$ cat src/rtl/pipe_stall_ctrl_pkg.sv
// Shared pipeline constants: stall-controller state encoding, default
// memory-wait timeout and the load-use hazard rule.
package pipe_stall_ctrl_pkg;

    typedef enum logic {
        RUN      = 1'b0,
        MEM_WAIT = 1'b1
    } state_t;

    localparam int TIMEOUT_DEFAULT = 255;
    localparam int STALL_CNT_W     = 16;

    // A load into $0 never creates a dependency since $0 is hard-wired to zero.
    function automatic logic load_use(
        input logic       ex_memrd,
        input logic [4:0] ex_rt,
        input logic [4:0] id_rs,
        input logic [4:0] id_rt
    );
        return ex_memrd && (ex_rt != 5'd0) && ((ex_rt == id_rs) || (ex_rt == id_rt));
    endfunction

endpackage

$ cat src/rtl/pipe_stall_ctrl_sat_counter.sv
// Saturating up-counter with asynchronous reset, synchronous clear and
// count enable; holds at all-ones instead of wrapping.
module sat_counter #(
    parameter int WIDTH = 16
) (
    input  logic             clk_i,
    input  logic             rst_i,
    input  logic             clr_i,
    input  logic             en_i,
    output logic [WIDTH-1:0] cnt_o
);

    logic [WIDTH-1:0] r_cnt;
    logic             w_at_max;

    assign w_at_max = &r_cnt;
    assign cnt_o    = r_cnt;

    always_ff @(posedge clk_i or posedge rst_i) begin
        if (rst_i) begin
            r_cnt <= '0;
        end else if (clr_i) begin
            r_cnt <= '0;
        end else if (en_i && !w_at_max) begin
            r_cnt <= r_cnt + WIDTH'(1);
        end
    end

endmodule

$ cat src/rtl/pipe_stall_ctrl.sv
// Pipeline stall/flush controller: load-use bubbles, data-memory wait stalls,
// branch flushes, a saturating stall-cycle counter and a sticky wait timeout.
module pipe_stall_ctrl
    import pipe_stall_ctrl_pkg::*;
#(
    parameter int TIMEOUT = TIMEOUT_DEFAULT
) (
    input  logic        clk_i,
    input  logic        rst_i,
    input  logic        EX_MemRd_i,
    input  logic [4:0]  EX_rt_i,
    input  logic [4:0]  ID_rs_i,
    input  logic [4:0]  ID_rt_i,
    input  logic        branch_i,
    input  logic        mem_req_i,
    input  logic        mem_ack_i,
    output logic        PC_Enable_o,
    output logic        IF_ID_Enable_o,
    output logic        ID_EX_Enable_o,
    output logic        EX_MEM_Enable_o,
    output logic        MEM_WB_Enable_o,
    output logic        IF_ID_Flush_o,
    output logic        ID_EX_Flush_o,
    output logic [15:0] stall_cnt_o,
    output logic        timeout_o,
    output logic        dbg_state_o
);

    localparam int WAIT_W = $clog2(TIMEOUT + 1);
    localparam logic [WAIT_W-1:0] WAIT_LAST = WAIT_W'(TIMEOUT - 1);

    state_t              r_state;
    state_t              w_state_nxt;
    logic                r_timeout;
    logic                w_lu;
    logic                w_ms;
    logic                w_wait_clr;
    logic                w_wait_en;
    logic [WAIT_W-1:0]   w_wait_cnt;
    logic [15:0]         w_stall_cnt;

    assign w_lu = load_use(EX_MemRd_i, EX_rt_i, ID_rs_i, ID_rt_i);
    // While waiting only the ack matters; a new request cannot be accepted.
    assign w_ms = ((r_state == RUN) && mem_req_i && !mem_ack_i) ||
                  ((r_state == MEM_WAIT) && !mem_ack_i);

    always_ff @(posedge clk_i or posedge rst_i) begin
        if (rst_i) begin
            r_state <= RUN;
        end else begin
            r_state <= w_state_nxt;
        end
    end

    always_comb begin
        w_state_nxt = r_state;
        w_wait_clr  = 1'b0;
        w_wait_en   = 1'b0;
        case (r_state)
            RUN: begin
                if (mem_req_i && !mem_ack_i) begin
                    w_state_nxt = MEM_WAIT;
                    w_wait_clr  = 1'b1;
                end
            end
            MEM_WAIT: begin
                w_wait_en = 1'b1;
                if (mem_ack_i) begin
                    w_state_nxt = RUN;
                end
            end
            default: w_state_nxt = RUN;
        endcase
    end

    always_comb begin
        PC_Enable_o     = 1'b1;
        IF_ID_Enable_o  = 1'b1;
        ID_EX_Enable_o  = 1'b1;
        EX_MEM_Enable_o = 1'b1;
        MEM_WB_Enable_o = 1'b1;
        IF_ID_Flush_o   = branch_i;
        ID_EX_Flush_o   = 1'b0;
        if (rst_i) begin
            PC_Enable_o     = 1'b0;
            IF_ID_Enable_o  = 1'b0;
            ID_EX_Enable_o  = 1'b0;
            EX_MEM_Enable_o = 1'b0;
            MEM_WB_Enable_o = 1'b0;
            IF_ID_Flush_o   = 1'b1;
            ID_EX_Flush_o   = 1'b1;
        end else if (w_ms) begin
            PC_Enable_o     = 1'b0;
            IF_ID_Enable_o  = 1'b0;
            ID_EX_Enable_o  = 1'b0;
            EX_MEM_Enable_o = 1'b0;
            MEM_WB_Enable_o = 1'b0;
            IF_ID_Flush_o   = 1'b0;
        end else if (w_lu) begin
            // Branch is held in IF/ID and re-resolved once the load data arrives.
            PC_Enable_o    = 1'b0;
            IF_ID_Enable_o = 1'b0;
            IF_ID_Flush_o  = 1'b0;
            ID_EX_Flush_o  = 1'b1;
        end
    end

    sat_counter #(
        .WIDTH (WAIT_W)
    ) u_wait_cnt (
        .clk_i (clk_i),
        .rst_i (rst_i),
        .clr_i (w_wait_clr),
        .en_i  (w_wait_en),
        .cnt_o (w_wait_cnt)
    );

    sat_counter #(
        .WIDTH (STALL_CNT_W)
    ) u_stall_cnt (
        .clk_i (clk_i),
        .rst_i (rst_i),
        .clr_i (1'b0),
        .en_i  (!PC_Enable_o),
        .cnt_o (w_stall_cnt)
    );

    // Set on the edge that completes the TIMEOUT-th waiting cycle.
    always_ff @(posedge clk_i or posedge rst_i) begin
        if (rst_i) begin
            r_timeout <= 1'b0;
        end else if ((r_state == MEM_WAIT) && (w_wait_cnt == WAIT_LAST)) begin
            r_timeout <= 1'b1;
        end
    end

    assign stall_cnt_o = w_stall_cnt;
    assign timeout_o   = r_timeout;
    assign dbg_state_o = r_state;

endmodule
$ cat config.mk
export PLATFORM = sky130hd
export DESIGN_NAME = pipe_stall_ctrl
export DESIGN_NICKNAME = d
export VERILOG_FILES = /design/src/rtl/pipe_stall_ctrl_pkg.sv /design/src/rtl/pipe_stall_ctrl_sat_counter.sv /design/src/rtl/pipe_stall_ctrl.sv
export SDC_FILE = /design/constraint.sdc
export NUM_CORES = 1
export LEC_CHECK = 0
export ABC_AREA = 1
export CORE_ASPECT_RATIO = 0.7
export CORE_MARGIN = 2
export CORE_UTILIZATION = 52
export CTS_CLUSTER_SIZE = 14
export DETAILED_ROUTE_END_ITERATION = 10
export PLACE_DENSITY = 0.89
export SLEW_MARGIN = 20
export SYNTH_ARGS = -nofsm -noshare
export SYNTH_HDL_FRONTEND = slang
export SYNTH_SLANG_ARGS = --single-unit
$ cat constraint.sdc
create_clock -name clk_i -period 6.9 [get_ports clk_i]
set_input_delay 2.07 -clock clk_i [delete_from_list [all_inputs] [get_ports clk_i]]
set_output_delay 2.07 -clock clk_i [all_outputs]
set_load 0.01 [all_outputs]
==> impl_metrics.tcl <==
set metrics [dict create \
    status "completed" \
    first_pass_iters 4 \
    synth_area_sq_mm 0.00175 \
    startpoint_type "input port" \
    hold_violations 0 \
    ios 46 \
    min_period_ps 5940 \
    fin_crit_sh_pct 86.0 \
    muxShareOfSynthArea_pct 0 \
    wl_um 4010 \
    critPathKind "input port to output port" \
    yosys_warnings 0 \
    nNetsFinal 318 \
    insertion_delay_ps 270 \
    ant_nets 0 \
    ys_types 26 \
    grt_use_total_pct 22.9 \
    post_cts_buffers 0 \
    p_switching_w 0.000142 \
    critical_path.max_fanout 4 \
    htree_levels 1 \
    synth_compound_area_share_pct 5.00 \
    drc 0 \
    root_buffer "clkbuf_8" \
    p_seq_share_pct 46.9 \
    numPortBuffers 45 \
    cts_sinks 26 \
    power.internal_w 0.000290 \
    grt_pass1_vias 1603 \
    pwr-share-clk_pct 22.7 \
    vdd.ir_drop.worst_mv 0.117 \
    synth_cells 249 \
    worst_slack_ps 963 \
    power_w 0.000432 \
    fin_skew_ps 3.19 \
    grt_antenna_before_repair 0 \
    vias 1730 \
    synth_xor_area_share_pct 8.01 \
    finalSetupViolations 0 \
    cts_tree "yes" \
    clk_pin_slew_ps 90 \
    wire_per_inst_um 12.1 \
    arrival_ps 3870 \
    seq_area_frac_synth_pct 37.2 \
    dp_slack_ps 966 \
    required_ps 4830 \
    fin_area_sq_mm 0.00227 \
    synth_top_family_by_area "simple AND/OR/NAND/NOR gates" \
    drv_slew 0 \
    rrSetupSlack_ps 5060 \
    hold_path_class "flip-flop to flip-flop" \
    tightestPinTransition_ps 429 \
    mostFrequentLayoutCell "nand2_1" \
    fmax_ghz 0.168 \
    p_leak_nw 1.10 \
    grt_setup_unrepaired "false" \
    routed_via_density 5.23 \
    drive_gt1_share_pct 5.12 \
    place_hpwl_um 3160 \
    post_cts_resized 0 \
    netSwitchingFraction_pct 32.8 \
    synth_fa_ha_area_share_pct 2.14 \
    synthSimpleGateAreaFrac_pct 38.1 \
    die_area_sq_mm 0.00385 \
    place_area_sq_mm 0.00221 \
    die_x_um 73.3 \
    ctsHoldBuffers 0 \
    grt_pass1_wl_um 6820 \
    syn_area_per_cell_sq_um 7.03 \
    cts_buffers 3 \
    globalRouteOverflowTotal 0 \
    grt_max_degree 29 \
    antenna_cells 0 \
    rows 17 \
    start_util_pct 54.9 \
    syn-num-nets 273 \
    gp_congestion 0.885 \
    drtIter0Drc 159 \
    slew_headroom_pct 71.2 \
    n_fill_cell 264 \
    maxCapViolCount 0 \
    ys_ff_latch 26 \
    fin_setup_tns_ps 0 \
    final_cell_mix "nand2_1, clkdlybuf4s50_1, inv_1, nand3_1, dfrtp_1" \
    crit_path_end_kind "output port" \
    hold_slack_ps 487 \
    comb_power_share_pct 30.4 \
    clk_path_buf_depth 2 \
    coreArea_sq_mm 0.00319 \
    die_h_um 52.5 \
    areaGrowthSynthToFinish_pct 29.5 \
    power-per-cell-area_mw_per_mm2 191 \
]
[worst max-delay path: stages]
cell and delay, ps:
clkdlybuf4s50_1 530, inv_1 80, nand2_1 60, nand2_1 50, nor2_1 100, nand3_1 80, nand2_1 80, nand2_1 90
o21ai_0 160, clkdlybuf4s50_1 560
[logic make-up after synthesis]
kind of cell	Yosys count
AND/OR/NAND/NOR	150
flip-flops	26
buffers and inverters	38
AO/OA/AOI/OAI	16
adder cells (fa/ha/maj)	3
XOR/XNOR	16
[power by group through the flow]
stage,clock network (W),registers (W),logic [W]
6_report,0.0000980,0.000203,0.000132
3_3_place_gp,0,0.000203,0.000126
3_5_place_dp,0,0.000204,0.000130
2_1_floorplan,0,0.000203,0.0000699
4_1_cts,0.0000995,0.000202,0.000132
5_1_grt,0.000105,0.000205,0.000146
[path summary, 6_finish.rpt]
path | from | to | cells past startpoint
worst max-delay path | EX_rt_i[4] | ID_EX_Flush_o | 10
max in group asynchronous | rst_i | dbg_state_o$_DFF_PP0_ | 3
worst min register to register | timeout_o$_DFFE_PP0P_ | timeout_o$_DFFE_PP0P_ | 1
worst min-delay path | timeout_o$_DFFE_PP0P_ | timeout_o$_DFFE_PP0P_ | 1
min in group asynchronous | rst_i | u_stall_cnt.cnt_o[13]$_DFFE_PP0P_ | 3
worst max register to register | u_stall_cnt.cnt_o[0]$_DFFE_PP0P_ | u_stall_cnt.cnt_o[2]$_DFFE_PP0P_ | 9
[Yosys cell counts]
master | number | area [sq um]
inv_1 | 31 | 116
nand2_1 | 82 | 308
o31ai_1 | 1 | 7.51
ha_1 | 3 | 37.5
nor2_4 | 2 | 22.5
nor3b_2 | 1 | 12.5
o21ai_0 | 9 | 45.0
nor3_1 | 6 | 30.0
nor2_1 | 22 | 82.6
o21bai_1 | 1 | 7.51
o22ai_1 | 1 | 6.26
dfrtp_1 | 26 | 651
clkbuf_2 | 1 | 5.00
or2_2 | 1 | 6.26
nand3_1 | 27 | 135
a21oi_1 | 3 | 15.0
nand3_2 | 1 | 10.0
xnor2_1 | 7 | 61.3
nand2_2 | 2 | 12.5
a31oi_1 | 1 | 6.26
nand4_1 | 4 | 25.0
buf_2 | 1 | 5.00
xor2_1 | 9 | 78.8
nand2_4 | 2 | 22.5
buf_6 | 1 | 11.3
buf_4 | 4 | 30.0
[state kept, by name (all words and copies together), names as in the netlist]
signal             cells
u_stall_cnt.cnt_o     16
u_wait_cnt.cnt_o       8
dbg_state_o            1
timeout_o              1
[per-stage QoR]
stage / std cells / util, %
6_report: 331 / 71.1
5_1_grt: 331 / 71.1
4_1_cts: 331 / 71.1
3_5_place_dp: 327 / 69.3
3_3_place_gp: 327 / 69.3
2_1_floorplan: 249 / -
[final cells by class]
type | instances | area [sq um] | area share (%)
multi-input combinational | 185 | 932 | 41.1
clock buffer | 4 | 55.1 | 2.43
sequential | 26 | 651 | 28.7
inverter | 31 | 116 | 5.13
tap | 38 | 47.5 | 2.10
timing repair buffer | 47 | 465 | 20.5
[layer usage]
layer  vias to the layer above  track usage (%)  wire (um)
met5                         -                0          0
met4                         0             4.55         28
met3                         4             4.62        241
met2                        53             37.8       1760
met1                       804             31.5       1990
li1                        869                -          -
No activity file was read; power rests on OpenSTA's default activity.
